<file path="src/rtl/muldiv_pkg.sv">
// Shared definitions for the HI/LO multiply/divide sequencer.
// Contents: op_e (HI/LO operation codes), state_e (sequencer FSM states),
// ITER_COUNT (number of shift iterations), and a 32-bit magnitude helper.
package muldiv_pkg;

  typedef enum logic [2:0] {
    OP_MULT  = 3'd0,
    OP_MULTU = 3'd1,
    OP_DIV   = 3'd2,
    OP_DIVU  = 3'd3,
    OP_MTHI  = 3'd4,
    OP_MTLO  = 3'd5,
    OP_MFHI  = 3'd6,
    OP_MFLO  = 3'd7
  } op_e;

  typedef enum logic [1:0] {
    IDLE = 2'd0,
    PREP = 2'd1,
    ITER = 2'd2,
    FIX  = 2'd3
  } state_e;

  localparam int unsigned ITER_COUNT = 32;
  localparam logic [4:0]  CNT_LAST   = 5'(ITER_COUNT - 1);

  // Two's-complement magnitude; 0x80000000 maps to itself, which is the
  // correct unsigned magnitude.
  function automatic logic [31:0] abs32(input logic [31:0] v);
    return v[31] ? (32'd0 - v) : v;
  endfunction

endpackage

</file>
<file path="src/rtl/muldiv_iter_core.sv">
// Iterative datapath: 64-bit accumulator plus operand register, advanced
// one bit per step.
//   multiply: acc = {partial, multiplier}; shift-add of the operand.
//   divide  : acc = {remainder, quotient}; restoring shift-subtract.
// Ports:
//   clk, reset_n        clock, async active-low reset
//   load                load acc = {0, init_lo}, operand = opnd_in
//   step                perform one iteration
//   is_div              select divide step (only when MULDIV_DIV_EN defined)
//   init_lo, opnd_in    load values
//   acc                 current accumulator
// Build option: MULDIV_DIV_EN compiles in the divide step.
module muldiv_iter_core
  import muldiv_pkg::*;
(
  input  logic        clk,
  input  logic        reset_n,
  input  logic        load,
  input  logic        step,
`ifdef MULDIV_DIV_EN
  input  logic        is_div,
`endif
  input  logic [31:0] init_lo,
  input  logic [31:0] opnd_in,
  output logic [63:0] acc
);

  logic [63:0] acc_q, acc_d;
  logic [31:0] opnd_q, opnd_d;
  logic [32:0] mul_sum;
`ifdef MULDIV_DIV_EN
  logic [32:0] div_top;
  logic [32:0] div_diff;
`endif

  always_comb begin
    acc_d   = acc_q;
    opnd_d  = opnd_q;
    mul_sum = {1'b0, acc_q[63:32]} + (acc_q[0] ? {1'b0, opnd_q} : 33'd0);
`ifdef MULDIV_DIV_EN
    // Partial remainder shifted left with the next dividend bit; bit 32 of
    // the difference is the borrow that decides restore vs. keep.
    div_top  = acc_q[63:31];
    div_diff = div_top - {1'b0, opnd_q};
`endif
    if (load) begin
      acc_d  = {32'd0, init_lo};
      opnd_d = opnd_in;
    end else if (step) begin
      acc_d = {mul_sum, acc_q[31:1]};
`ifdef MULDIV_DIV_EN
      if (is_div) begin
        if (div_diff[32]) acc_d = {div_top[31:0], acc_q[30:0], 1'b0};
        else              acc_d = {div_diff[31:0], acc_q[30:0], 1'b1};
      end
`endif
    end
  end

  always_ff @(posedge clk or negedge reset_n) begin
    if (!reset_n) begin
      acc_q  <= '0;
      opnd_q <= '0;
    end else begin
      acc_q  <= acc_d;
      opnd_q <= opnd_d;
    end
  end

  assign acc = acc_q;

endmodule

</file>
<file path="src/rtl/muldiv_sequencer.sv">
// HI/LO multiply/divide sequencer.
//   state | meaning
//   IDLE  | accepts ops; serves MFHI/MFLO, MTHI/MTLO in one cycle
//   PREP  | loads operand magnitudes into the core, latches sign flags
//   ITER  | 32 shift iterations, counter 31 down to 0
//   FIX   | applies sign fixup, writes HI/LO at the closing edge
// Ports:
//   clk, reset_n                  clock, async active-low reset
//   op_valid, op, rs_data, rt_data operation request and operands
//   flush                         aborts in-flight op / drops IDLE op
//   stall                         op_valid while busy
//   busy                          PREP/ITER/FIX
//   rd_data, rd_valid             MFHI/MFLO result (combinational)
//   div_by_zero                   pulse in FIX of a divide by zero
// Build option: MULDIV_DIV_EN enables DIV/DIVU; otherwise they are no-ops.
module muldiv_sequencer
  import muldiv_pkg::*;
(
  input  logic        clk,
  input  logic        reset_n,
  input  logic        op_valid,
  input  logic [2:0]  op,
  input  logic [31:0] rs_data,
  input  logic [31:0] rt_data,
  input  logic        flush,
  output logic        stall,
  output logic        busy,
  output logic [31:0] rd_data,
  output logic        rd_valid,
  output logic        div_by_zero
);

  state_e      state_q, state_d;
  logic [4:0]  cnt_q, cnt_d;
  op_e         op_q, op_d;
  logic [31:0] a_q, a_d, b_q, b_d;
  logic [31:0] hi_q, hi_d, lo_q, lo_d;
  logic        neg_res_q, neg_res_d;
`ifdef MULDIV_DIV_EN
  logic        neg_rem_q, neg_rem_d;
  logic        op_is_div;
`endif

  op_e         op_in;
  logic        op_signed;
  logic [31:0] a_mag, b_mag;
  logic [63:0] acc;
  logic        core_load, core_step;
  logic [31:0] core_init, core_opnd;

  assign op_in     = op_e'(op);
  assign op_signed = (op_q == OP_MULT) || (op_q == OP_DIV);
  assign a_mag     = op_signed ? abs32(a_q) : a_q;
  assign b_mag     = op_signed ? abs32(b_q) : b_q;
`ifdef MULDIV_DIV_EN
  assign op_is_div = (op_q == OP_DIV) || (op_q == OP_DIVU);
`endif

  muldiv_iter_core u_core (
    .clk     (clk),
    .reset_n (reset_n),
    .load    (core_load),
    .step    (core_step),
`ifdef MULDIV_DIV_EN
    .is_div  (op_is_div),
`endif
    .init_lo (core_init),
    .opnd_in (core_opnd),
    .acc     (acc)
  );

  always_comb begin
    state_d     = state_q;
    cnt_d       = cnt_q;
    op_d        = op_q;
    a_d         = a_q;
    b_d         = b_q;
    hi_d        = hi_q;
    lo_d        = lo_q;
    neg_res_d   = neg_res_q;
`ifdef MULDIV_DIV_EN
    neg_rem_d   = neg_rem_q;
`endif
    core_load   = 1'b0;
    core_step   = 1'b0;
    core_init   = '0;
    core_opnd   = '0;
    busy        = (state_q != IDLE);
    stall       = op_valid & busy;
    rd_valid    = 1'b0;
    rd_data     = '0;
    div_by_zero = 1'b0;

    case (state_q)
      IDLE: begin
        if (op_valid && !flush) begin
          case (op_in)
            OP_MULT, OP_MULTU: begin
              // Operands are captured here; upstream may move on next cycle.
              op_d    = op_in;
              a_d     = rs_data;
              b_d     = rt_data;
              state_d = PREP;
            end
            OP_DIV, OP_DIVU: begin
`ifdef MULDIV_DIV_EN
              op_d    = op_in;
              a_d     = rs_data;
              b_d     = rt_data;
              state_d = PREP;
`endif
            end
            OP_MTHI: hi_d = rs_data;
            OP_MTLO: lo_d = rs_data;
            OP_MFHI: begin
              // reset_n gating keeps rd_valid low while reset is held.
              rd_valid = reset_n;
              rd_data  = hi_q;
            end
            OP_MFLO: begin
              rd_valid = reset_n;
              rd_data  = lo_q;
            end
            default: ;
          endcase
        end
      end

      PREP: begin
        if (flush) begin
          state_d = IDLE;
        end else begin
          neg_res_d = op_signed & (a_q[31] ^ b_q[31]);
          core_load = 1'b1;
          core_init = b_mag;
          core_opnd = a_mag;
`ifdef MULDIV_DIV_EN
          neg_rem_d = op_signed & a_q[31];
          if (op_is_div) begin
            core_init = a_mag;
            core_opnd = b_mag;
          end
`endif
          cnt_d   = CNT_LAST;
          state_d = ITER;
        end
      end

      ITER: begin
        if (flush) begin
          state_d = IDLE;
        end else begin
          core_step = 1'b1;
          if (cnt_q == 5'd0) state_d = FIX;
          else               cnt_d   = cnt_q - 5'd1;
        end
      end

      FIX: begin
        state_d = IDLE;
        if (!flush) begin
          {hi_d, lo_d} = neg_res_q ? (64'd0 - acc) : acc;
`ifdef MULDIV_DIV_EN
          if (op_is_div) begin
            lo_d        = neg_res_q ? (32'd0 - acc[31:0])  : acc[31:0];
            hi_d        = neg_rem_q ? (32'd0 - acc[63:32]) : acc[63:32];
            div_by_zero = (b_q == 32'd0);
          end
`endif
        end
      end

      default: state_d = IDLE;
    endcase
  end

  always_ff @(posedge clk or negedge reset_n) begin
    if (!reset_n) begin
      state_q   <= IDLE;
      cnt_q     <= '0;
      op_q      <= OP_MULT;
      a_q       <= '0;
      b_q       <= '0;
      hi_q      <= '0;
      lo_q      <= '0;
      neg_res_q <= 1'b0;
`ifdef MULDIV_DIV_EN
      neg_rem_q <= 1'b0;
`endif
    end else begin
      state_q   <= state_d;
      cnt_q     <= cnt_d;
      op_q      <= op_d;
      a_q       <= a_d;
      b_q       <= b_d;
      hi_q      <= hi_d;
      lo_q      <= lo_d;
      neg_res_q <= neg_res_d;
`ifdef MULDIV_DIV_EN
      neg_rem_q <= neg_rem_d;
`endif
    end
  end

endmodule

</file>
<file path="config.mk">
export PLATFORM = sky130hd
export DESIGN_NAME = muldiv_sequencer
export DESIGN_NICKNAME = d
export VERILOG_FILES = /design/src/rtl/muldiv_pkg.sv /design/src/rtl/muldiv_iter_core.sv /design/src/rtl/muldiv_sequencer.sv
export SDC_FILE = /design/constraint.sdc
export NUM_CORES = 1
export LEC_CHECK = 0
export ABC_AREA = 1
export BUFFER_PORTS_ARGS = -buffer_cell sky130_fd_sc_hd__buf_4
export CAP_MARGIN = 20
export CELL_PAD_IN_SITES_DETAIL_PLACEMENT = 1
export CELL_PAD_IN_SITES_GLOBAL_PLACEMENT = 2
export CORE_ASPECT_RATIO = 1.25
export CORE_MARGIN = 1.5
export CORE_UTILIZATION = 37
export DETAILED_ROUTE_END_ITERATION = 6
export PLACE_DENSITY_LB_ADDON = 0.08
export RECOVER_POWER = 50
export SYNTH_ARGS = -nofsm -noshare
export SYNTH_HDL_FRONTEND = slang
export SYNTH_HIERARCHICAL = 1
export SYNTH_SLANG_ARGS = --single-unit
</file>
<file path="constraint.sdc">
create_clock -name clk -period 7.3 [get_ports clk]
set_input_delay 1.095 -clock clk [delete_from_list [all_inputs] [get_ports clk]]
set_output_delay 1.095 -clock clk [all_outputs]
set_load 0.01 [all_outputs]
</file>
## Yosys cells after proc, flatten, opt, wreduce, memory -nomap -nowiden

Index checks and enable logic that the tools add are counted.

- Bits of input ports: 71
- Word-level logic and storage cells: 95
- Register bits after elaboration: 235
- Output and inout port bits: 36

- $add $sub $neg: 5
- Multiplexer cells: 39
- Equal/unequal tests: 18
- Bitwise logic cells: 4
- Reductions and logical operators: 19

Operator list:

| kind | number |
|---|---|
| 32-bit 2-to-1 mux | 17 |
| 64-bit 2-to-1 mux | 3 |
| 32-bit case mux with 2 select lines | 3 |
| 1-bit by 32-bit subtractor with 32-bit output (first input constant) | 2 |
| 1-bit by 64-bit subtractor with 64-bit output (first input constant) | 1 |
| 32-bit by 33-bit adder with 33-bit output | 1 |
| 5-bit 2-to-1 mux | 3 |
| 3-bit equality test (second input constant) | 4 |
| 4-bit AND reduction | 3 |
| 2-bit 2-to-1 mux | 5 |
| 2-bit != test (second input constant) | 5 |
| 5-bit case mux with 2 select lines | 1 |
| 2-bit case mux with 4 select lines | 1 |
| 2-bit nonzero test | 4 |
| 3-bit logical NOT | 2 |
| 1-bit 2-to-1 mux | 6 |
| 2-bit by 1-bit != test with 1-bit output (second input constant) | 3 |
| 3-bit AND reduction | 2 |
| 5-bit logical NOT | 1 |
| 5-bit by 1-bit subtractor with 5-bit output (second input constant) | 1 |
| 2-bit equality test (second input constant) | 2 |
| 2-bit OR reduction | 2 |
| 3-bit by 1-bit equality test with 1-bit output (second input constant) | 1 |
| 3-bit by 2-bit equality test with 1-bit output (second input constant) | 1 |
| 10 further kinds | 11 |

## Depth between registers and ports, before layout

- Depth in word-level cells: 6
- Depth in mapped cells: 18
- Mapped depth without buffers: 16

## By module

Netlist, hierarchy kept.

Modules (own cells, without submodules):

| module | sequential area each (µm²) | cells an instance | times used | area an instance (µm²) |
|---|---|---|---|---|
| muldiv_sequencer | 3453.3 | 1652 | 1 | 10221.1 |
| muldiv_iter_core | 2402.3 | 965 | 1 | 6419.9 |

## Worst setup path after synthesis

Ideal clock, no wire load.

- Kind: input port to output port
- Start: input op[1]
- End: output rd_data[10]
- Buffers on the path: 1
- Arrival time: 1950 ps
- Data required time: 6205 ps
- Path slack: 4255 ps
- Cell stages on the path: 5
- Cell sequence: nand2_1 nor2_1 clkbuf_1 a22oi_1 nor2_1

- Word-level cells in the longest chain between the ends: 4
- Elaborated cells between the ends (all ways): 5
- Those cells by class: 2 x eq/ne; 3 x mux

RTL lines:

| element | line | RTL |
|---|---|---|
| from (decl) | muldiv_sequencer.sv:22 | `input logic [2:0] op,` |
| 3-bit equality test | muldiv_sequencer.sv:97 | `case (op_in)` |
| 32-bit case mux with 2 select lines * | muldiv_sequencer.sv:97 |  |
| 32-bit 2-to-1 mux * | muldiv_sequencer.sv:96 | `if (op_valid && !flush) begin` |
| 32-bit 2-to-1 mux * | muldiv_sequencer.sv:94 | `case (state_q)` |
| to (decl) | muldiv_sequencer.sv:28 | `output logic [31:0] rd_data,` |

Every way passes the cells marked *; elsewhere a longest branch is shown, timed or not.

## Worst setup path after layout

- Start: input reset_n
- End: output rd_valid

- Word-level cells in the longest chain between the ends: 3

RTL lines:

| element | line | RTL |
|---|---|---|
| from (decl) | muldiv_sequencer.sv:20 | `input logic reset_n,` |
| 1-bit 2-to-1 mux | muldiv_sequencer.sv:97 |  |
| 1-bit 2-to-1 mux | muldiv_sequencer.sv:96 |  |
| 1-bit 2-to-1 mux | muldiv_sequencer.sv:94 |  |
| to (decl) | muldiv_sequencer.sv:29 | `output logic rd_valid,` |

Every way passes these cells.

==> summary.md <==
| Metric | Value |
|---|---|
| Status | `finished, violations left` |
| Violated checks | `max-capacitance violations, max-slew violations` |
| Diode count | `0` |
| Worst hold stages | `2` |
| DR vias | `17.39k` |
| Most frequent cells in the layout | `793 x nand2_1, 460 x nor2_1, 320 x inv_1` |
| Slew @ Worst Pin | `3.447 ns` |
| # Post-CTS Setup Buffers | `0` |
| CP Class | `input pin to primary output` |
| Worst path cell trace | `clkbuf_1 > nor3b_1 > buf_4` |
| Pre-CTS WS | `3.252 ns` |
| Number of synthesized flops with an enable pin | `0` |
| Hold slack | `0.4685 ns` |
| Post-CTS Resized | `0` |
| Vias in the first global route | `18.11k` |
| Peak supply drop | `0.2368 mV` |
| First-pass GRT wire length | `105.0 mm` |
| Avg WL per Cell | `20.78 um` |
| CTS tree | `yes` |
| Final Util | `42.60%` |
| Fmax | `195.5 MHz` |
| Syn Inst Count | `2617` |
| CTS Sinks | `234` |
| Die area | `46260 um2` |
| Max cap viols | `5` |
| Slowest stage delay, CP | `2.38 ns` |
| H-tree Lvls | `1` |
| Yosys cell types | `52` |
| Syn. warnings | `6` |
| Post-Route Setup TNS | `0 ns` |
| Core Area | `44220 um2` |
| DRT Pass-1 Iters | `5` |
| # rows | `86` |
| Die height | `240.1 um` |
| Cell area power density | `403.4 nW/um2` |
| Synth Area per Inst | `6.359 um2` |
| Hold path startpoint | `u_core/opnd_q[28]` |
| Clock Skew | `0.02462 ns` |
| RePlAce Congestion | `0.8948` |
| P_leak | `0.009723 uW` |
| RR Startpoint | `state_q[0]` |
| Clock transition at path regs | `0.06 ns` |
| Largest net degree at the start of global routing | `84` |
| Register area share after synthesis | `35.19%` |
| CTS Root Cell | `clkbuf_16` |
| Hold_buf cts | `0` |
| Grt total ovfl | `0` |
| Vias/cell | `5.306` |
| Crit path max-delay cell type | `clkbuf_1` |
| Min-Delay Path Class | `flip-flop to flip-flop` |
| Top FF cell, synth | `dfrtp_1` |
| Post-synthesis compound-gate area fraction | `13.74%` |
| Final wirelength | `68.11 mm` |
| Slew HR | `-129.8%` |
| Most common cell after layout, fill and taps aside | `nand2_1` |
| Synth Area in Adders | `2.902%` |
| Mux contribution to synthesized area | `0.6767%` |
| Initial DRC count | `934` |
| HPWL Detailed | `53.90 mm` |
| Starting density of the core | `37.63%` |
| Initial antenna violation count | `1` |
| Post-Synth Simple-Gate Area | `36.84%` |
| R2R depth | `8` |
| Terminus of the critical flop-to-flop path | `u_core/acc[23]` |
| DR DRC count | `0` |
| I/O pin total | `107` |
| Final Setup Violations | `0` |
| Max FO, Critical Path | `49` |
| Inserted Clock Buffers | `30` |
| Ys async rst share | `100.0%` |
| Die width | `192.7 um` |
| Syn_nets | `2726` |
| CP Launch Type | `input pin` |
| Final hold violation count | `0` |
| Tmin final | `5.116 ns` |
| Unrepaired setup endpoints after global routing | `false` |
| Worst Setup End Kind | `primary output` |
| Period utilization | `70.08%` |
| Fin. max-slew vios | `283` |
| Hold path endpoint | `u_core/opnd_q[28]` |
| Largest family of logic cells by synthesized area | `simple AND/OR/NAND/NOR gates` |
| GRT Overall Usage | `29.96%` |
| R2R setup slack | `2.60 ns` |
| #FFs+latches synth | `234` |
| Synth Cell Area | `16640 um2` |
| Antenna Violating Nets Remaining | `0` |
| Worst skew pair latency | `0.60 ns` |
| Share of cells above drive strength 1 | `8.207%` |
| Number of port buffers | `105` |
| Critical Path AT | `4.02 ns` |
| Final worst slack | `2.184 ns` |
| Worst path required time | `6.20 ns` |
| Area added between synthesis and finish | `13.23%` |
| XOR/XNOR Fraction of Synth Area | `0.6316%` |
| Fin nets | `2794` |
| Max Root-Sink Buffers | `3` |
==> cell usage after synthesis, drive strengths merged, types with 17 or more instances <==
library cell | count | area share, %
nand2 | 799 | 18
nor2 | 470 | 11
dfrtp | 234 | 35
ha | 37 | 2.8
nand3 | 153 | 4.7
nor3 | 24 | 0.75
nand4 | 18 | 0.68
or2 | 17 | 0.64
buf | 45 | 1.6
o21ai | 141 | 4.3
a21oi | 160 | 4.8
inv | 325 | 7.3
clkbuf | 42 | 0.97
a22oi | 33 | 1.5
o221ai | 27 | 1.5
==> per-layer routing <==
metal / global-route usage (%) / part of all wire (%) / vias up
li1: - / - / 8466
met1: 35.94 / 41 / 8464
met2: 54.00 / 50 / 345
met3: 2.657 / 3.6 / 112
met4: 13.04 / 4.9 / 2
met5: 0 / 0.028 / -
==> where the power goes <==
part	total (uW)	internal [uW]	leakage, uW	switching (uW)
combinational	3570	1130	0.00635	2440
sequential	2500	1830	0.00289	672
clock	1530	906	0.000488	626
==> flip-flops by register name, summed over array words and instances, names as in the netlist <==
signal	flops
neg_res_q	1
u_core/opnd_q	32
cnt_q	5
b_q	32
a_q	32
state_q	2
u_core/acc	64
op_q	2
hi_q	32
lo_q	32
==> layout make-up <==
class | instances | area (um2)
Fill cell | 5888 | 25380
Multi-Input combinational cell | 1965 | 9104
Sequential cell | 234 | 5857
Inverter | 331 | 1245
Timing Repair Buffer | 123 | 922.1
Clock buffer | 39 | 834.6
Tap cell | 572 | 715.7
Clock inverter | 13 | 163.9
==> cells by family (layout without fill, tap and decap cells) <==
| family | after synthesis | count (layout) |
|---|---|---|
| simple gates | 1506 | 1506 |
| buf+inv | 418 | 506 |
| compound gates | 398 | 398 |
| flops | 234 | 234 |
| fa+ha+maj | 38 | 38 |
| xor+xnor | 12 | 12 |
| mux | 10 | 10 |
| other cells | 1 | 1 |
==> worst max-delay path, delay by kind of cell <==
kind / cells / cell delay, ns
AND/OR/NAND/NOR: 1 / 0.36
buffers and inverters: 2 / 2.54
==> worst max path at each step <==
stage	cells past startpoint	to	slack, ns	from
after floorplan	5	rd_data[10]	4.25	op[1]
after global placement	11	u_core/acc[42]	3.35	flush
after detailed placement	9	u_core/acc[23]	3.25	flush
after CTS	7	rd_valid	3.64	state_q[1]
after global routing	3	rd_valid	1.83	reset_n
final	3	rd_valid	2.18	reset_n
==> metrics by stage <==
| stage | std cells | cell area, um2 | power [uW] |
|---|---|---|---|
| 3_3_place_gp | 3224 | 17870 | 5945 |
| 3_5_place_dp | 3224 | 17870 | 6054 |
| 2_1_floorplan | 2617 | 16640 | 4780 |
| 4_1_cts | 3276 | 18870 | 7625 |
| 6_report | 3277 | 18840 | 7602 |
| 5_1_grt | 3277 | 18840 | 8230 |
No activity file was read; power rests on OpenSTA's default activity.
